**src/rtl/srt_otf_accum_pkg.sv**
```systemverilog
// Shared divider definitions: FSM states, one-hot digit bit positions and the
// digit decoder used by the on-the-fly quotient converter.
package srt_otf_accum_pkg;

    typedef enum logic [1:0] {
        IDLE,
        ACCUM,
        DONE
    } state_t;

    localparam int DIG_M2 = 0;
    localparam int DIG_M1 = 1;
    localparam int DIG_Z  = 2;
    localparam int DIG_P1 = 3;
    localparam int DIG_P2 = 4;

    typedef struct packed {
        logic              illegal;
        logic signed [2:0] value;
    } digit_t;

    // Illegal encodings (not one-hot, or +/-2 in radix-2) decode as digit 0.
    function automatic digit_t decodeDigit(input logic [4:0] oh, input logic radix4);
        digit_t d;
        d.illegal = 1'b0;
        d.value   = 3'sd0;
        if (oh == (5'b1 << DIG_M2))      d.value = -3'sd2;
        else if (oh == (5'b1 << DIG_M1)) d.value = -3'sd1;
        else if (oh == (5'b1 << DIG_Z))  d.value = 3'sd0;
        else if (oh == (5'b1 << DIG_P1)) d.value = 3'sd1;
        else if (oh == (5'b1 << DIG_P2)) d.value = 3'sd2;
        else                             d.illegal = 1'b1;
        if (!radix4 && (d.value == 3'sd2 || d.value == -3'sd2)) begin
            d.illegal = 1'b1;
        end
        if (d.illegal) d.value = 3'sd0;
        return d;
    endfunction

endpackage

```
**src/rtl/srt_otf_accum_step.sv**
```systemverilog
// Combinational single-digit on-the-fly conversion step for Q and QM = Q-1.
module srt_otf_step #(
    parameter int WIDTH = 32
) (
    input  logic                    radix4,
    input  logic signed [2:0]       digit,
    input  logic        [WIDTH-1:0] q,
    input  logic        [WIDTH-1:0] qm,
    output logic        [WIDTH-1:0] qNext,
    output logic        [WIDTH-1:0] qmNext
);

    logic        [WIDTH-1:0] qSel;
    logic        [WIDTH-1:0] qmSel;
    logic signed [2:0]       digitM1;

    assign qSel    = (digit >= 3'sd0) ? q : qm;
    assign qmSel   = (digit >  3'sd0) ? q : qm;
    assign digitM1 = digit - 3'sd1;

    // Two's-complement low bits already equal d / 4+d and d-1 / 3+d.
    always_comb begin
        qNext  = '0;
        qmNext = '0;
        if (radix4) begin
            qNext  = {qSel[WIDTH-3:0], digit[1:0]};
            qmNext = {qmSel[WIDTH-3:0], digitM1[1:0]};
        end else begin
            qNext  = {qSel[WIDTH-2:0], digit != 3'sd0};
            qmNext = {qmSel[WIDTH-2:0], digit == 3'sd0};
        end
    end

endmodule

```
**src/rtl/srt_otf_accum.sv**
```systemverilog
// On-the-fly SRT quotient accumulator: collects signed digits into Q and Q-1
// with a start/valid-ready/result handshake.
module srt_otf_accum
    import srt_otf_accum_pkg::*;
#(
    parameter int WIDTH = 32,
    parameter int CNT_W = $clog2(WIDTH) + 1
) (
    input  logic             clock,
    input  logic             reset,
    input  logic             start,
    input  logic             radix4,
    input  logic [CNT_W-1:0] num_digits,
    input  logic             in_valid,
    output logic             in_ready,
    input  logic [4:0]       in_digit_oh,
    output logic             out_valid,
    input  logic             out_ready,
    output logic [WIDTH-1:0] out_quotient,
    output logic [WIDTH-1:0] out_quotient_minus_one,
    output logic             err_illegal
);

    state_t           state;
    logic [WIDTH-1:0] q, qm, qNext, qmNext;
    logic [CNT_W-1:0] cnt, target, limit, nSat;
    logic             mode, err, inReadyR, outValidR;
    digit_t           dec;

    assign dec   = decodeDigit(in_digit_oh, mode);
    assign limit = radix4 ? CNT_W'(WIDTH >> 1) : CNT_W'(WIDTH);
    assign nSat  = (num_digits > limit) ? limit : num_digits;

    srt_otf_step #(.WIDTH(WIDTH)) uStep (
        .radix4 (mode),
        .digit  (dec.value),
        .q      (q),
        .qm     (qm),
        .qNext  (qNext),
        .qmNext (qmNext)
    );

    always_ff @(posedge clock or negedge reset) begin
        if (!reset) begin
            state     <= IDLE;
            q         <= '0;
            qm        <= '0;
            cnt       <= '0;
            target    <= '0;
            mode      <= 1'b0;
            err       <= 1'b0;
            inReadyR  <= 1'b0;
            outValidR <= 1'b0;
        end else if (start) begin
            q      <= '0;
            qm     <= '1;
            err    <= 1'b0;
            cnt    <= '0;
            mode   <= radix4;
            target <= nSat;
            if (nSat == '0) begin
                state     <= DONE;
                inReadyR  <= 1'b0;
                outValidR <= 1'b1;
            end else begin
                state     <= ACCUM;
                inReadyR  <= 1'b1;
                outValidR <= 1'b0;
            end
        end else begin
            case (state)
                ACCUM: begin
                    if (in_valid) begin
                        q   <= qNext;
                        qm  <= qmNext;
                        cnt <= cnt + CNT_W'(1);
                        if (dec.illegal) err <= 1'b1;
                        if (cnt + CNT_W'(1) == target) begin
                            state     <= DONE;
                            inReadyR  <= 1'b0;
                            outValidR <= 1'b1;
                        end
                    end
                end
                DONE: begin
                    if (out_ready) begin
                        state     <= IDLE;
                        outValidR <= 1'b0;
                    end
                end
                IDLE: ;
                default: ;
            endcase
        end
    end

    assign in_ready               = inReadyR;
    assign out_valid              = outValidR;
    assign out_quotient           = q;
    assign out_quotient_minus_one = qm;
    assign err_illegal            = err;

endmodule

```
**config.mk**
```make
export PLATFORM = sky130hd
export DESIGN_NAME = srt_otf_accum
export DESIGN_NICKNAME = d
export VERILOG_FILES = /design/src/rtl/srt_otf_accum_pkg.sv /design/src/rtl/srt_otf_accum_step.sv /design/src/rtl/srt_otf_accum.sv
export SDC_FILE = /design/constraint.sdc
export NUM_CORES = 1
export LEC_CHECK = 0
export BUFFER_PORTS_ARGS = -buffer_cell sky130_fd_sc_hd__clkbuf_2
export CAP_MARGIN = 20
export CORE_MARGIN = 10
export CORE_UTILIZATION = 50
export CTS_BUF_LIST = sky130_fd_sc_hd__clkbuf_4
export CTS_CLUSTER_DIAMETER = 30
export DETAILED_ROUTE_END_ITERATION = 10
export HOLD_SLACK_MARGIN = 0.15
export PLACE_DENSITY_LB_ADDON = 0.08
export SYNTH_ARGS = -nofsm -noshare
export SYNTH_HDL_FRONTEND = slang
export SYNTH_SLANG_ARGS = --single-unit
```
**constraint.sdc**
```tcl
create_clock -name clock -period 3.5 [get_ports clock]
set_input_delay 0.7 -clock clock [delete_from_list [all_inputs] [get_ports clock]]
set_output_delay 0.7 -clock clock [all_outputs]
set_load 0.01 [all_outputs]
```
==> impl_results.md <==
* Hold Crit Endpoint: target[2]
* Core box area at 0.00973 sq mm
* CTS Buf Count at 9
* M1 WL at 6500 um
* Hpwl dp at between 9000 and 10000 um
* Status: complete, no violations
* Clock Skew at around 0.024 ns
* Slew HR at between 30% and 40%
* Gr ovfl total at 0
* Syn Area/Cell at 9.45 sq um
* Max IR drop VDD at between 200 and 250 uV
* Final Non-Filler Cells at ~730
* Hold WS at 0.519 ns
* Syn Nets at roughly 550
* Worst r2r src: mode
* Clk sinks at between 80 and 90
* Fin Setup TNS at 0 ns
* Post-synthesis register bit count at between 80 and 90
* Row cnt at 36
* Ant. Diodes at 0
* GRT Total Usage at between 20% and 30%
* Placement Setup Slack at 0.318 ns
* Vias per cell at 6.21
* Initial Util at between 50 and 60%
* CTS H-Tree Depth at 3
* Detailed Route Iter0 Violations at roughly 430
* CTS max path bufs at 2
* Worst min path class: input pin to register
* WP data required at about 3.8 ns
* First-pass GRT wire length at about 24000 um
* Wire per inst at about 20 um
* # DRC at 0
* Final WL at 14600 um
* Initial antenna violation count at 0
* PD cells at between 300 and 400 mW/mm^2
* Die width at about 120 um
* Fill cell count at around 900
* Critical Path Sink Type: register
* Top_reg_cell synth: dfrtp_1
* RR Endpoint: out_quotient[24]
* Most area-hungry cell type in the Yosys netlist: dfrtp_1
* FMAX at about 360 MHz
* CP max FO at 8
* Number of synthesized flops with an enable pin at 0
* Die area at roughly 0.014 sq mm
* Max-Cap Viols at 0
* Post-synth ARST share at between 90% and 100%
* # port buffers at 83
* Worst R2R Path Depth at 4
* RSZ-0062 raised after global routing: false
* CTS tree: yes
* Commonest non-fill, non-tap cell in the layout: clkbuf_2
* Worst-Margin Slew at about 1.0 ns
* R2r setup slk at between 0.8 and 0.9 ns
* ANT nets after route at 0
* Worst setup slack after layout at around 0.75 ns
* Nets at 610
* Fin crit share at about four fifths
* Die Height at between 100 and 150 um
* Post-CTS setup buffer count at 0
* Clock Latency Late Sink at about 0.44 ns
* Largest cells by area after synthesis: dfrtp_1 (41%), mux2i_1 (6.3%), a211oi_1 (6.2%)
* Worst setup SP type: input pin
* Most frequent cells in the layout: clkbuf_2 (82), dfrtp_1 (80), nand2_1 (47), a211oi_1 (41), nor2b_1 (40)
* Synth-to-Final Area Change at 15.4%
* Crit path DAT at a little over 3 ns
* Synth Cell Area at roughly 0.0049 sq mm
* Setup Crit Path Kind: input pin to register
* YS warnings at 0
* Worst-path clk slew at around 0.14 ns
* Synthesized instance count at 524
* Library cells used by synthesis at 57
* Pins Over Slew Limit at 0
* Placed cell count at between 700 and 800
* Worst hold path cell count at 3
* DR top layer: met4
* Io pins at between 80 and 90
* Drt first pass iters at 5
* Vias at between 4k and 5k
* Hold Startpoint: num_digits[2]
* GPL Wtd Cong at around 0.8
* Hold Fails Final Rpt at 0
* Layout cell share with drive strength beyond 1 at between 20 and 25%
* Met2 wire len at between 7000 and 8000 um
* Pin count of the biggest net entering global routing at roughly 110
* Vias in the first global route at between 4k and 5k
* Post-synthesis sequential area ratio at between 40% and 50%
* Met3 Wirelength at a little over 800 um
* Final setup vio count at 0
* Final min period at 2.75 ns
* Leakage power at 2.53 nW
* CTS root buf: clkbuf_4
* Top-area cell type share of the netlist area at ~41%
==> per-layer routing <==
metal  GRT usage [%]  vias to the layer above
met5               0                        -
met4            5.96                        0
met3            3.75                       14
met2            32.9                      136
met1            26.3                     2224
li1                -                     2139
==> synthesized netlist by cell type (6+ instances only) <==
master    instances
dfrtp_1          81
nand2_1          47
a211oi_1         41
nor2b_1          40
clkbuf_1         36
nand3_1          35
mux2i_1          31
o221ai_1         29
o311ai_1         15
nor2_1           12
nor3_1           12
a21oi_1          11
o21ai_0          11
a31oi_1          10
xnor2_1           7
inv_1             6
==> where the power goes <==
part	switching (mW)	internal (mW)
Clock	0.349	0.295
Combinational	0.288	0.185
Sequential	0.0679	0.986
Total	0.705	1.47
==> final cells by class <==
class | count | area [sq um] | share of cell area (%)
repair buffers | 102 | 623 | 10.9
clock inverters | 6 | 82.6 | 1.45
multi-input cells | 388 | 2710 | 47.4
clock buffers | 10 | 75.1 | 1.31
flip-flops and latches | 81 | 2030 | 35.5
inverters | 7 | 26.3 | 0.460
well taps | 133 | 166 | 2.91
==> timing repair <==
| action | CTS | global route |
|---|---|---|
| hold endpoints to repair | 0 | 9 |
| hold buffers | 0 | 1 |
| resized for setup | 0 | 0 |
==> critical path: stages <==
cell      delay (ns)
clkbuf_2        0.15
xor2_1          0.18
a22oi_1         0.12
or3_1           0.33
ha_1            0.34
buf_4           0.22
a21oi_4         0.20
mux4_2          0.54
a211o_1         0.30
==> flip-flops by register name, summed over array words and instances, names as in the netlist <==
| name | count |
|---|---|
| out_quotient | 32 |
| out_quotient_minus_one | 32 |
| cnt | 6 |
| target | 6 |
| state | 2 |
| err_illegal | 1 |
| in_ready | 1 |
| mode | 1 |
==> kinds of logic (layout without fill, tap and decap cells) <==
family | Yosys count | after routing | synth area share (%)
AND/OR/NAND/NOR | 179 | 179 | 19.2
AO/OA/AOI/OAI | 158 | 158 | 24.5
flip-flops | 81 | 81 | 41.0
buffers and inverters | 55 | 125 | 4.52
multiplexers | 35 | 35 | 7.63
XOR/XNOR | 12 | 12 | 2.12
adder cells (fa/ha/maj) | 4 | 4 | 1.01
==> how the worst max path moves through the flow <==
stage                                 endpoint  slack (ns)      startpoint
floorplan           out_quotient_minus_one[15]        0.65  in_digit_oh[0]
global placement    out_quotient_minus_one[27]        0.18  in_digit_oh[0]
detailed placement  out_quotient_minus_one[21]        0.32  in_digit_oh[4]
CTS                 out_quotient_minus_one[21]        0.76  in_digit_oh[4]
global route                  out_quotient[31]        0.61            mode
finish              out_quotient_minus_one[21]        0.75  in_digit_oh[4]
==> per-stage QoR <==
| step | utilization [%] | instance area [sq um] | power, mW |
|---|---|---|---|
| floorplan | - | 4950 | 1.36 |
| global placement | 56.1 | 5460 | 1.52 |
| detailed placement | 56.4 | 5490 | 1.54 |
| CTS | 58.0 | 5650 | 2.17 |
| global route | 58.7 | 5710 | 2.27 |
| finish | 58.7 | 5710 | 2.17 |
No activity file was read; power rests on OpenSTA's default activity.
